==> config.mk <==
export PLATFORM = sky130hd
export DESIGN_NAME = tt_um_asiclab_adder_bist
export DESIGN_NICKNAME = d
export VERILOG_FILES = /design/src/rtl/tt_um_asiclab_adder_bist.sv
export SDC_FILE = /design/constraint.sdc
export NUM_CORES = 1
export LEC_CHECK = 0
export CORE_MARGIN = 8
export CORE_UTILIZATION = 33
export CTS_CLUSTER_DIAMETER = 40
export DETAILED_ROUTE_END_ITERATION = 7
export PLACE_DENSITY = 0.62
export SYNTH_ARGS = -nofsm -noshare
export SYNTH_HDL_FRONTEND = slang
export SYNTH_SLANG_ARGS = --single-unit
export TNS_END_PERCENT = 100
==> constraint.sdc <==
create_clock -name clk -period 1.6 [get_ports clk]
set_input_delay 0.32 -clock clk [delete_from_list [all_inputs] [get_ports clk]]
set_output_delay 0.32 -clock clk [all_outputs]
set_load 0.02 [all_outputs]
==> src/rtl/tt_um_asiclab_adder_bist.sv <==
// rtl/tt_um_asiclab_adder_bist.sv - operand sweep generator and latency-aligned checker for the nibble adder tile (option macro: ADDER_BIST_STOP_ON_FAIL_EN)
module tt_um_asiclab_adder_bist #(
  parameter int LAT = 1
) (
  input  logic       clk,
  input  logic       rst_n,
  input  logic       ena,
  input  logic [7:0] ui_in,
  output logic [7:0] uo_out,
  input  logic [7:0] uio_in,
  output logic [7:0] uio_out,
  output logic [7:0] uio_oe
);

  typedef enum logic [1:0] {
    IDLE  = 2'd0,
    RUN   = 2'd1,
    DRAIN = 2'd2,
    DONE  = 2'd3
  } state_t;

  // DRAIN lasts exactly LAT cycles so the last issued operand reaches the pipeline head
  localparam logic [1:0] DRAIN_LAST = 2'(LAT - 1);

  state_t     state;
  state_t     state_nx;
  logic       start_q;
  logic       start_pulse;
  logic       launch;
  logic [7:0] counter;
  logic [1:0] drain_cnt;
  logic [3:0] exp_now;
  logic       pipe_v [LAT];
  logic [3:0] pipe_e [LAT];
  logic       compare_en;
  logic       mismatch;
  logic       fail_flag;
  logic       fail_nx;
  logic       busy_q;
  logic       done_q;
  logic       pass_q;
  logic       fail_q;

`ifdef ADDER_BIST_STOP_ON_FAIL_EN
  logic [7:0] op_pipe [LAT];
`endif

  // Pins the tile does not use; folded together so they are visibly consumed but never sampled
  wire unused_inputs = &{1'b0, ena, ui_in[7:1], uio_in[7:4]};

  assign start_pulse = ui_in[0] & ~start_q;
  assign exp_now     = counter[7:4] + counter[3:0];
  assign compare_en  = (state == RUN) || (state == DRAIN);
  assign mismatch    = compare_en && pipe_v[LAT-1] && (uio_in[3:0] != pipe_e[LAT-1]);
  assign fail_nx     = fail_flag | mismatch;

  assign uio_out = {busy_q, done_q, pass_q, fail_q, 4'b0000};
  assign uio_oe  = 8'hF0;

  // Next-state logic; a start is only honoured while idle or finished
  always_comb begin
    state_nx = state;
    launch   = 1'b0;
    case (state)
      IDLE, DONE: begin
        if (start_pulse) begin
          state_nx = RUN;
          launch   = 1'b1;
        end
      end
      RUN: begin
        if (counter == 8'hFF) begin
          state_nx = DRAIN;
        end
      end
      DRAIN: begin
        if (drain_cnt == DRAIN_LAST) begin
          state_nx = DONE;
        end
      end
      default: state_nx = IDLE;
    endcase
`ifdef ADDER_BIST_STOP_ON_FAIL_EN
    if (mismatch) begin
      state_nx = DONE;
    end
`endif
  end

  // State register and start-edge history
  always_ff @(posedge clk or negedge rst_n) begin
    if (!rst_n) begin
      state   <= IDLE;
      start_q <= 1'b0;
    end else begin
      state   <= state_nx;
      start_q <= ui_in[0];
    end
  end

  // Operand counter, operand output, drain counter and sticky fail flag
  always_ff @(posedge clk or negedge rst_n) begin
    if (!rst_n) begin
      counter   <= 8'h00;
      uo_out    <= 8'h00;
      drain_cnt <= 2'd0;
      fail_flag <= 1'b0;
    end else begin
      if (launch) begin
        counter   <= 8'h00;
        drain_cnt <= 2'd0;
        fail_flag <= 1'b0;
      end else begin
        fail_flag <= fail_nx;
        if (state == RUN) begin
          uo_out    <= counter;
          counter   <= counter + 8'd1;
          drain_cnt <= 2'd0;
        end
        if (state == DRAIN) begin
          drain_cnt <= drain_cnt + 2'd1;
        end
      end
`ifdef ADDER_BIST_STOP_ON_FAIL_EN
      // Freeze the operand that produced the first bad sum
      if (mismatch) begin
        uo_out <= op_pipe[LAT-1];
      end
`endif
    end
  end

  // Expected-sum pipeline; only RUN inserts valid entries, so DRAIN flushes with bubbles
  always_ff @(posedge clk or negedge rst_n) begin
    if (!rst_n) begin
      for (int i = 0; i < LAT; i++) begin
        pipe_v[i] <= 1'b0;
        pipe_e[i] <= 4'h0;
      end
    end else if (launch) begin
      for (int i = 0; i < LAT; i++) begin
        pipe_v[i] <= 1'b0;
        pipe_e[i] <= 4'h0;
      end
    end else begin
      pipe_v[0] <= (state == RUN);
      pipe_e[0] <= (state == RUN) ? exp_now : 4'h0;
      for (int i = 1; i < LAT; i++) begin
        pipe_v[i] <= pipe_v[i-1];
        pipe_e[i] <= pipe_e[i-1];
      end
    end
  end

`ifdef ADDER_BIST_STOP_ON_FAIL_EN
  // Operand shadow pipeline kept in step with the expected-sum pipeline
  always_ff @(posedge clk or negedge rst_n) begin
    if (!rst_n) begin
      for (int i = 0; i < LAT; i++) begin
        op_pipe[i] <= 8'h00;
      end
    end else begin
      op_pipe[0] <= counter;
      for (int i = 1; i < LAT; i++) begin
        op_pipe[i] <= op_pipe[i-1];
      end
    end
  end
`endif

  // Registered status pins, derived from the state being entered so done and verdict rise together
  always_ff @(posedge clk or negedge rst_n) begin
    if (!rst_n) begin
      busy_q <= 1'b0;
      done_q <= 1'b0;
      pass_q <= 1'b0;
      fail_q <= 1'b0;
    end else begin
      busy_q <= (state_nx == RUN) || (state_nx == DRAIN);
      done_q <= (state_nx == DONE);
      pass_q <= (state_nx == DONE) && !fail_nx;
      fail_q <= (state_nx == DONE) && fail_nx;
    end
  end

endmodule

==> run summary, run 1 <==
Seq/Total Area, Yosys: 50.0%
Worst R2R Path Depth: 5
Leakage power: 1.02 nW
Routed WL: 3380 µm
Gr ovfl total: 0
Crit path capture: pass_q
GRT Total Usage: 10.1%
R2R Setup Slk: 0.03 ns
Initial core utilization: 33.5%
Routability cong.: 0.768
Port Buf Inserts: 18
Cells after synthesis: 138
WP data arrival: 1.75 ns
Post-DP HPWL: 2360 µm
Min Clock Period, post-route: 1.57 ns
Die height: 84.6 µm
Period utilisation layout: 98.4%
Nets@finish: 200
RR Endpoint: pass_q
CP required: 1.78 ns
CTS Buffer Depth: 2
CTS root buffer: clkbuf_8
Util after Layout: 43.6%
Worst-Skew Late Latency: 0.29 ns
Worst r2r src: state[0]
Std-Cell Rows: 25
Post-route ant nets: 0
Worst Hold Class: in -> async
Peak Freq: 0.635 GHz
CTS buffer count: 5
Hold_buf cts: 0
Max-slew violation count: 0
H-tree depth: 2
Post-synthesis xor/xnor area fraction: 5.64%
I/O pins: 43
Post-synthesis compound-gate area fraction: 7.82%
RSZ-0062 raised after global routing: no
Vias/cell: 4.77
Fillers: 438
Wire per inst: 15.0 µm
Core area: 0.00463 mm²
Post-Route Skew: 0.00792 ns
Clock sinks: 31
Initial drt markers: 48
CP Capture Type: register
Mean post-synth cell area: 11.3 µm²
Status: finished clean
Multi-input gate area: 717 µm²
Largest net degree at the start of global routing: 32
Setup CP Type: reg -> reg
Layout cell share with drive strength beyond 1: 23.8%
Reg area: 777 µm²
First-pass GRT wire length: 5640 µm
First-pass DRT Iterations: 4
Crit path launch: state[0]
Antenna Cells: 0
Dpl cell area: 0.00183 mm²
Residual DRC count: 0
CP max FO: 5
Adder-cell share of the synthesized area: 8.54%
Mux share of post-synthesis cell area: 7.09%
Yosys reg bits: 31
Yosys warns: 0
Final Instance Area: 0.00202 mm²
Area grow syn2layout: 29.9%
Final count of hold timing violations: 0
Die area: 0.00716 mm²
Largest family of logic cells by synthesized area: simple AND/OR/NAND/NOR gates
Total vias in the final route: 1078
Max-cap violations: 0
Simple-gate portion of the synthesized area: 10.6%
Die W: 84.6 µm
P per Cell Area: 1490 mW/mm²
Synthesized area: 0.00155 mm²
Worst VDD drop: 0.551 mV
Final setup violation count: 0
TritonCTS clock tree: yes
Synth cell types: 30
Antenna violations before repair: 0
Vias in the first global route: 1189
CP startpoint kind: register
Clock-pin slew on the worst setup and hold paths: 0.07 ns
[placed cells by master, fill, tap and decap left out, types with 2 or more instances in the layout]
master	n
inv_1	4
ha_4	3
and3_1	3
nand3_1	5
mux2i_1	2
buf_4	15
clkbuf_8	7
a21oi_1	5
dfrtp_1	30
xnor2_1	2
o21ai_0	7
or3_1	3
dlymetal6s2s_1	5
nand2_1	2
mux2_2	8
clkdlybuf4s50_1	13
nor2b_1	2
o211ai_1	2
ha_1	5
nor2_1	10
nand4_1	3
conb_1	12
xor2_1	8
[routing by layer]
metal	track usage [%]	vias up	share of wire [%]
met5	0	-	0
met4	4.69	0	1.4
met3	4.29	5	5.1
met2	17.3	27	52
met1	10.3	534	41
li1	-	512	-
[cell type report]
cell class	instances	area share, %
Clock buffer	8	4.96
Timing Repair Buffer	35	16.7
Tap cell	54	3.35
Multi-Input combinational cell	93	35.5
Inverter	5	0.931
Sequential cell	31	38.5
[how the worst min path moves through the flow]
stage,from,to,slack [ns],cells after the start
floorplan,rst_n,busy_q,0.02,0
global placement,uo_out[4],uo_out[4],0.49,1
detailed placement,uo_out[7],uo_out[7],0.50,1
CTS,rst_n,uo_out[1],0.44,2
global route,rst_n,uo_out[5],0.48,2
finish,rst_n,uo_out[5],0.43,2
[through the flow]
| stage | worst slack [ns] | hold slack [ns] | TNS (ns) | instances | total power [mW] |
|---|---|---|---|---|---|
| global placement | -0.112 | 0.490 | -0.298 | 215 | 2.15 |
| detailed placement | -0.183 | 0.501 | -0.498 | 215 | 2.20 |
| CTS | 0.00534 | 0.443 | 0 | 224 | 2.92 |
| floorplan | 0.00414 | 0.0244 | 0 | 148 | 1.76 |
| finish | 0.0258 | 0.427 | 0 | 226 | 3.01 |
| global route | 0.00222 | 0.483 | 0 | 226 | 3.19 |
[cell usage after synthesis, drive strengths merged]
cell type  number  share of area (%)
mux2i           2                1.3
and3            3                1.2
o21ai           8                2.6
xor2            8                4.5
and2            1               0.40
a21oi           5                1.6
mux2            8                5.8
nor2b           2               0.81
inv             5                1.2
a21boi          1               0.48
o41ai           1               0.56
conb            2               0.48
a21o            1               0.48
nand4           4                2.0
a22oi           1               0.48
nand3           5                1.6
ha              9                7.3
fa              1                1.3
buf            18                8.4
nor2           10                2.4
or3             3                1.2
xnor2           2                1.1
dfrtp          31                 50
nand2           2               0.48
o211ai          2               0.97
o311a           1               0.64
clkbuf          1               0.24
nand3b          1               0.48
[report_power, final]
part           switching (mW)  internal, mW
combinational           0.630         0.620
sequential              0.109         0.961
clock                   0.293         0.392
[sequential cells by signal, summed over array words and instances, names as in the netlist]
signal / count
fail_flag: 1
busy_q: 1
pass_q: 1
done_q: 1
state: 2
pipe_e: 4
uo_out: 8
fail_q: 1
pipe_v: 1
drain_cnt: 2
counter: 8
start_q: 1
[kinds of logic after synthesis]
kind of cell | Yosys count
adders and majority gates | 10
and+or+nand+nor | 31
other | 2
muxes | 10
DFF | 31
xor gates and xnor gates | 10
buffers and inverters | 24
AOI/OAI and AO/OA | 20
[repair_timing]
action | in CTS | in global routing
setup endpoints to repair | 2 | 8
resized for setup | 1 | 15
setup buffers | 1 | 2
pin swaps | 0 | 3
[worst max-delay path: stages, from the launching register on]
cell and delay [ns]:
dfrtp_1 0.42, inv_2 0.08, ha_4 0.26, o311a_4 0.38
ha_4 0.17, and3_1 0.15
No activity file was read; power rests on OpenSTA's default activity.
==> run 2: changes to the inputs <==
Settings changed: CTS_BUF_LIST set to sky130_fd_sc_hd__clkbuf_2.
==> run 2 against run 1 <==
Against the previous run: final cell count is 0.44% higher; utilization is 2.1 points lower; hold slack worse by 0.11 ns; power is 14% lower; via count is 0.28% lower; sequential power hardly changed; combinational power is 7% lower; first-iteration DRC count is 2.1% higher; critical path depth is 1 lower; flip-flop and latch count stayed put.
==> run summary, run 2 (synthesis gave the netlist of run 1 again) <==
CTS buffer count: 5 (unchanged)
First-pass GRT wire length: 5610 µm (was 5640 µm)
Most frequent cells in the layout: dfrtp_1 (30), buf_4 (16), conb_1 (12), dlygate4sd2_1 (12), nor2_1 (10) (was dfrtp_1 (30), buf_4 (15), clkdlybuf4s50_1 (13), conb_1 (12), nor2_1 (10))
Layout cell share with drive strength beyond 1: 24.3% (was 23.8%)
CTS Buffer Depth: 2 (unchanged)
Area grow syn2layout: 23.5% (was 29.9%)
Hold_buf cts: 0 (unchanged)
Residual DRC count: 0 (unchanged)
Fillers: 457 (was 438)
I/O pins: 43 (unchanged)
CTS root buffer: clkbuf_2 (was clkbuf_8)
Clock share of power: 14.4% (was 22.8%)
Clock sinks: 31 (unchanged)
Die W: 84.6 µm (unchanged)
P per Cell Area: 1350 mW/mm² (was 1490 mW/mm²)
Initial drt markers: 49 (was 48)
Vias/cell: 4.74 (was 4.77)
Routed WL: 3270 µm (was 3380 µm)
Die area: 0.00716 mm² (unchanged)
Bufs and invs on worst path: 1 (unchanged)
Status: finished clean (unchanged)
Die height: 84.6 µm (unchanged)
Initial core utilization: 33.5% (unchanged)
H-tree depth: 2 (unchanged)
Final count of hold timing violations: 0 (unchanged)
CP required: 1.92 ns (was 1.78 ns)
Overall Power: 2.60 mW (was 3.01 mW)
Antenna violations before repair: 0 (unchanged)
Biggest regs: counter x8, uo_out x8, pipe_e x4 (unchanged)
Largest net degree at the start of global routing: 32 (unchanged)
Gr ovfl total: 0 (unchanged)
First-pass DRT Iterations: 4 (unchanged)
Std-Cell Rows: 25 (unchanged)
Power Internal: 1.63 mW (was 1.97 mW)
Clock-pin slew on the worst setup and hold paths: 0.17 ns (was 0.07 ns)
Largest delay share family, worst path: adder cells (unchanged)
Vias in the first global route: 1181 (was 1189)
Met1 usage: 10.6% (was 10.3%)
CP max FO: 6 (was 5)
Final setup violation count: 0 (unchanged)
Most common cell after layout, fill and taps aside: dfrtp_1 (unchanged)
Setup CP Type: reg -> reg (unchanged)
Max-cap violations: 0 (unchanged)
Total vias in the final route: 1075 (was 1078)
Layer with the highest usage: met2 (unchanged)
Core area: 0.00463 mm² (unchanged)
Post-DP HPWL: 2360 µm (unchanged)
Switching Power: 0.972 mW (was 1.03 mW)
GRT Total Usage: 9.93% (was 10.1%)
Global routing usage on met2: 16.7% (was 17.3%)
Min Clock Period, post-route: 1.54 ns (was 1.57 ns)
Part of the power in registers: 40.8% (was 35.6%)
CP startpoint kind: register (unchanged)
Post-route ant nets: 0 (unchanged)
Antenna Cells: 0 (unchanged)
Sw frac: 37.4% (was 34.4%)
Period utilisation layout: 96.2% (was 98.4%)
RSZ-0062 raised after global routing: yes (was no)
Max-slew violation count: 0 (unchanged)
Worst Hold Class: in -> async (unchanged)
Critical path cell sequence: buf_4 > ha_1 > fa_2 > and3_1 (was inv_2 > ha_4 > o311a_4 > ha_4 > and3_1)
Peak Freq: 0.650 GHz (was 0.635 GHz)
TritonCTS clock tree: yes (unchanged)
CP Capture Type: register (unchanged)
Critical-path top delay cell: fa_2 (was dfrtp_1)
Worst hold slack: 0.318 ns (was 0.427 ns)
Worst VDD drop: 0.552 mV (was 0.551 mV)
Gate power share: 44.8% (was 41.6%)
Routability cong.: 0.768 (unchanged)
M3 GR Usage: 4.10% (was 4.29%)
Port Buf Inserts: 18 (unchanged)
WP data arrival: 1.85 ns (was 1.75 ns)
Nets@finish: 201 (was 200)
Wire per inst: 14.4 µm (was 15.0 µm)
Worst-Skew Late Latency: 0.37 ns (was 0.29 ns)
Leakage power: 0.967 nW (was 1.02 nW)
Post-Route Skew: 0.0195 ns (was 0.00792 ns)
Delay of the slowest critical-path stage: 0.52 ns (was 0.42 ns)
run 2: cell types whose count changed in the layout (fill, tap and decap cells not counted), moves of 2 or more:
cell,delta
clkinv_1,+2
dlygate4sd2_1,+12
ha_2,+2
clkdlybuf4s50_1,-7
dlymetal6s2s_1,-5
clkbuf_2,+6
clkbuf_8,-7
run 2: power by group through the flow:
stage,combinational (mW),clock (mW),sequential (mW)
3_5_place_dp,1.12,0,1.07
3_3_place_gp,1.09,0,1.06
5_1_grt,1.28,0.429,1.08
4_1_cts,1.13,0.397,1.05
2_1_floorplan,0.603,0,1.15
6_report,1.16,0.373,1.06
run 2: what timing repair did:
action,in CTS,in global routing
gates resized for setup,14,9
setup endpoints to repair,14,3
pin swaps,1,4
buffers inserted,3,1
run 2: layer usage:
layer,wire length [µm],vias up
met3,226,5
met2,1600,35
met5,0,-
met1,1390,524
li1,-,511
met4,52,0
run 2: per-stage QoR:
step / util (%) / instance area (µm²) / setup TNS [ns] / setup slack (ns) / std cells
CTS: 40.8 / 1890 / 0 / 0.00379 / 226
global placement: 39.5 / 1830 / -0.298 / -0.112 / 215
finish: 41.4 / 1920 / 0 / 0.0616 / 227
detailed placement: 39.5 / 1830 / -0.498 / -0.183 / 215
global route: 41.4 / 1920 / -0.0195 / -0.0125 / 227
floorplan: - / 1600 / 0 / 0.00414 / 148
run 2: cell type report:
| type | instances | area, µm² | share of cell area, % |
|---|---|---|---|
| sequential | 31 | 777 | 40.5 |
| timing repair buffer | 36 | 317 | 16.5 |
| multi-input combinational | 93 | 701 | 36.5 |
| tap | 54 | 67.6 | 3.52 |
| clock inverter | 2 | 7.51 | 0.391 |
| clock buffer | 6 | 30.0 | 1.57 |
| inverter | 5 | 18.8 | 0.978 |
run 2: path summary, 6_finish.rpt:
check | start | end | slack, ns | cells after the start
worst max-delay path | counter[0] | pipe_e[1] | 0.06 | 4
worst min-delay path | rst_n | pipe_e[3] | 0.32 | 2
worst max register to register | counter[0] | pipe_e[1] | 0.06 | 4
worst min register to register | uo_out[5] | uo_out[5] | 0.52 | 1
max in group asynchronous | rst_n | state[0] | 0.95 | 2
min in group clk | uo_out[5] | uo_out[5] | 0.52 | 1
run 2: worst reg2reg max path, stage by stage (launching register included):
cell and delay, ns:
dfrtp_1 0.42, buf_4 0.16, ha_1 0.24, fa_2 0.52, and3_1 0.14
==> run 3: changes to the inputs <==
Settings changed: CORE_MARGIN 8 to 4.
==> run 3 against run 2 <==
Against the previous run: sequential power hardly changed; highest routed layer unchanged; first-iteration DRC count is 100% higher; die area is 18% lower; critical path type unchanged; via count is 0.74% higher; utilization is 2.1 points higher; clock-buffer cell count is 1 lower; design area is 0.85% higher; global-route usage is 1.5 points higher; critical path depth is 1 higher; clock power is 7.2% lower; sequential share of layout area is 0.41 points lower.
==> run summary, run 3 (synthesis gave the netlist of run 1 again) <==
Post-Route Skew: 0.00535 ns (was 0.0195 ns)
Largest net degree at the start of global routing: 32 (unchanged)
GRT Total Usage: 11.4% (was 9.93%)
Max-slew violation count: 0 (unchanged)
Port Buf Inserts: 18 (unchanged)
Antenna Cells: 0 (unchanged)
Min Clock Period, post-route: 1.58 ns (was 1.54 ns)
Status: finished clean (unchanged)
Die W: 76.6 µm (was 84.6 µm)
Gr ovfl total: 0 (unchanged)
Final count of hold timing violations: 0 (unchanged)
Dpl cell area: 0.00183 mm² (about the same)
Global routing usage on met2: 18.8% (was 16.7%)
Routed WL: 3100 µm (was 3270 µm)
H-tree depth: 2 (unchanged)
CP Capture Type: register (unchanged)
Vias in the first global route: 1142 (was 1181)
Wire per inst: 13.7 µm (was 14.4 µm)
Clock sinks: 31 (unchanged)
Leakage power: 0.991 nW (was 0.967 nW)
Initial core utilization: 34.9% (was 33.5%)
Period utilisation layout: 98.5% (was 96.2%)
TritonCTS clock tree: yes (unchanged)
Std-Cell Rows: 24 (was 25)
Most frequent cells in the layout: dfrtp_1 (31), buf_4 (19), conb_1 (12), dlygate4sd2_1 (12), nor2_1 (10) (was dfrtp_1 (30), buf_4 (16), conb_1 (12), dlygate4sd2_1 (12), nor2_1 (10))
Peak Freq: 0.634 GHz (was 0.650 GHz)
Residual DRC count: 0 (unchanged)
I/O pins: 43 (unchanged)
Setup ws final: 0.0238 ns (was 0.0616 ns)
RR Endpoint: pass_q (was pipe_e[1])
CTS Buffer Depth: 2 (unchanged)
Clock-pin slew on the worst setup and hold paths: 0.15 ns (was 0.17 ns)
M3 GR Usage: 4.02% (was 4.10%)
Post-DP HPWL: 2190 µm (was 2360 µm)
First-pass GRT wire length: 5310 µm (was 5610 µm)
Vias/cell: 4.77 (was 4.74)
Most common cell after layout, fill and taps aside: dfrtp_1 (unchanged)
Area grow syn2layout: 24.6% (was 23.5%)
Layer with the highest usage: met2 (unchanged)
Biggest regs: counter x8, uo_out x8, pipe_e x4 (unchanged)
Initial drt markers: 99 (was 49)
Layout cell share with drive strength beyond 1: 22.9% (was 24.3%)
CTS root buffer: clkbuf_2 (unchanged)
First-pass DRT Iterations: 4 (unchanged)
Worst Hold Class: in -> async (unchanged)
Setup CP Type: reg -> reg (unchanged)
Worst r2r src: state[1] (was counter[0])
Setup WS pre-CTS: -0.206 ns (was -0.183 ns)
Die area: 0.00587 mm² (was 0.00716 mm²)
Worst R2R Path Depth: 5 (was 4)
Final setup violation count: 0 (unchanged)
Hold_buf cts: 0 (unchanged)
Total Negative Setup Slacks: 0 ns (unchanged)
Worst VDD drop: 0.610 mV (was 0.552 mV)
WP data arrival: 1.85 ns (about the same)
Antenna violations before repair: 0 (unchanged)
Met1 usage: 13.0% (was 10.6%)
P per Cell Area: 1370 mW/mm² (was 1350 mW/mm²)
Worst-Skew Late Latency: 0.37 ns (about the same)
Worst hold slack: 0.331 ns (was 0.318 ns)
Core area: 0.00444 mm² (was 0.00463 mm²)
Max-cap violations: 0 (unchanged)
Post-route ant nets: 0 (unchanged)
CP max FO: 5 (was 6)
Routability cong.: 0.787 (was 0.768)
CP startpoint kind: register (unchanged)
Total vias in the final route: 1083 (was 1075)
Die height: 76.6 µm (was 84.6 µm)
Final Instance Area: 0.00193 mm² (was 0.00192 mm²)
CP required: 1.88 ns (was 1.92 ns)
R2R Setup Slk: 0.02 ns (was 0.06 ns)
CTS buffer count: 5 (unchanged)
Nets@finish: 204 (was 201)
## run 3: worst max-delay path, cell delays in order, from the launching register on
cell     delay [ns]
dfrtp_1        0.43
buf_4          0.16
ha_4           0.23
o311a_1        0.31
ha_2           0.21
and3_1         0.16
## run 3: metal layers
layer	part of all wire, %	vias up
met1	43	528
met4	2.7	0
met5	0	-
met3	5.2	8
li1	-	518
met2	49	29
## run 3: area by class of cell
class,count,area (µm²)
inverters,5,18.8
flip-flops and latches,31,776
repair buffers,39,348
fillers,435,2510
multi-input cells,93,693
clock inverters,2,8.76
well taps,52,65.1
clock buffers,5,25.0
## run 3: repair_timing
action                                  in CTS  in global routing
gates resized for setup                     13                  6
setup buffers                                1                  5
endpoints found under the setup margin      14                  3
pin swaps                                    1                  2
## run 3: where the power goes
group / switching, mW / internal [mW]
clock: 0.254 / 0.0920
sequential: 0.0841 / 0.957
combinational: 0.629 / 0.632
total: 0.967 / 1.68
## run 3: per-stage QoR
stage               instances  utilization (%)  power [mW]
finish                    227             43.5        2.65
detailed placement        214             41.2        2.19
global placement          214             41.2        2.15
floorplan                 148                -        1.76
CTS                       222             42.1        2.53
global route              227             43.5        2.86
## run 3: worst max-delay path by stage
stage	from	to	cells past startpoint
3_3_place_gp	ui_in[0]	pass_q	6
2_1_floorplan	state[1]	fail_q	8
3_5_place_dp	ui_in[0]	fail_q	6
4_1_cts	state[1]	fail_q	6
6_report	state[1]	pass_q	5
5_1_grt	state[0]	fail_q	6
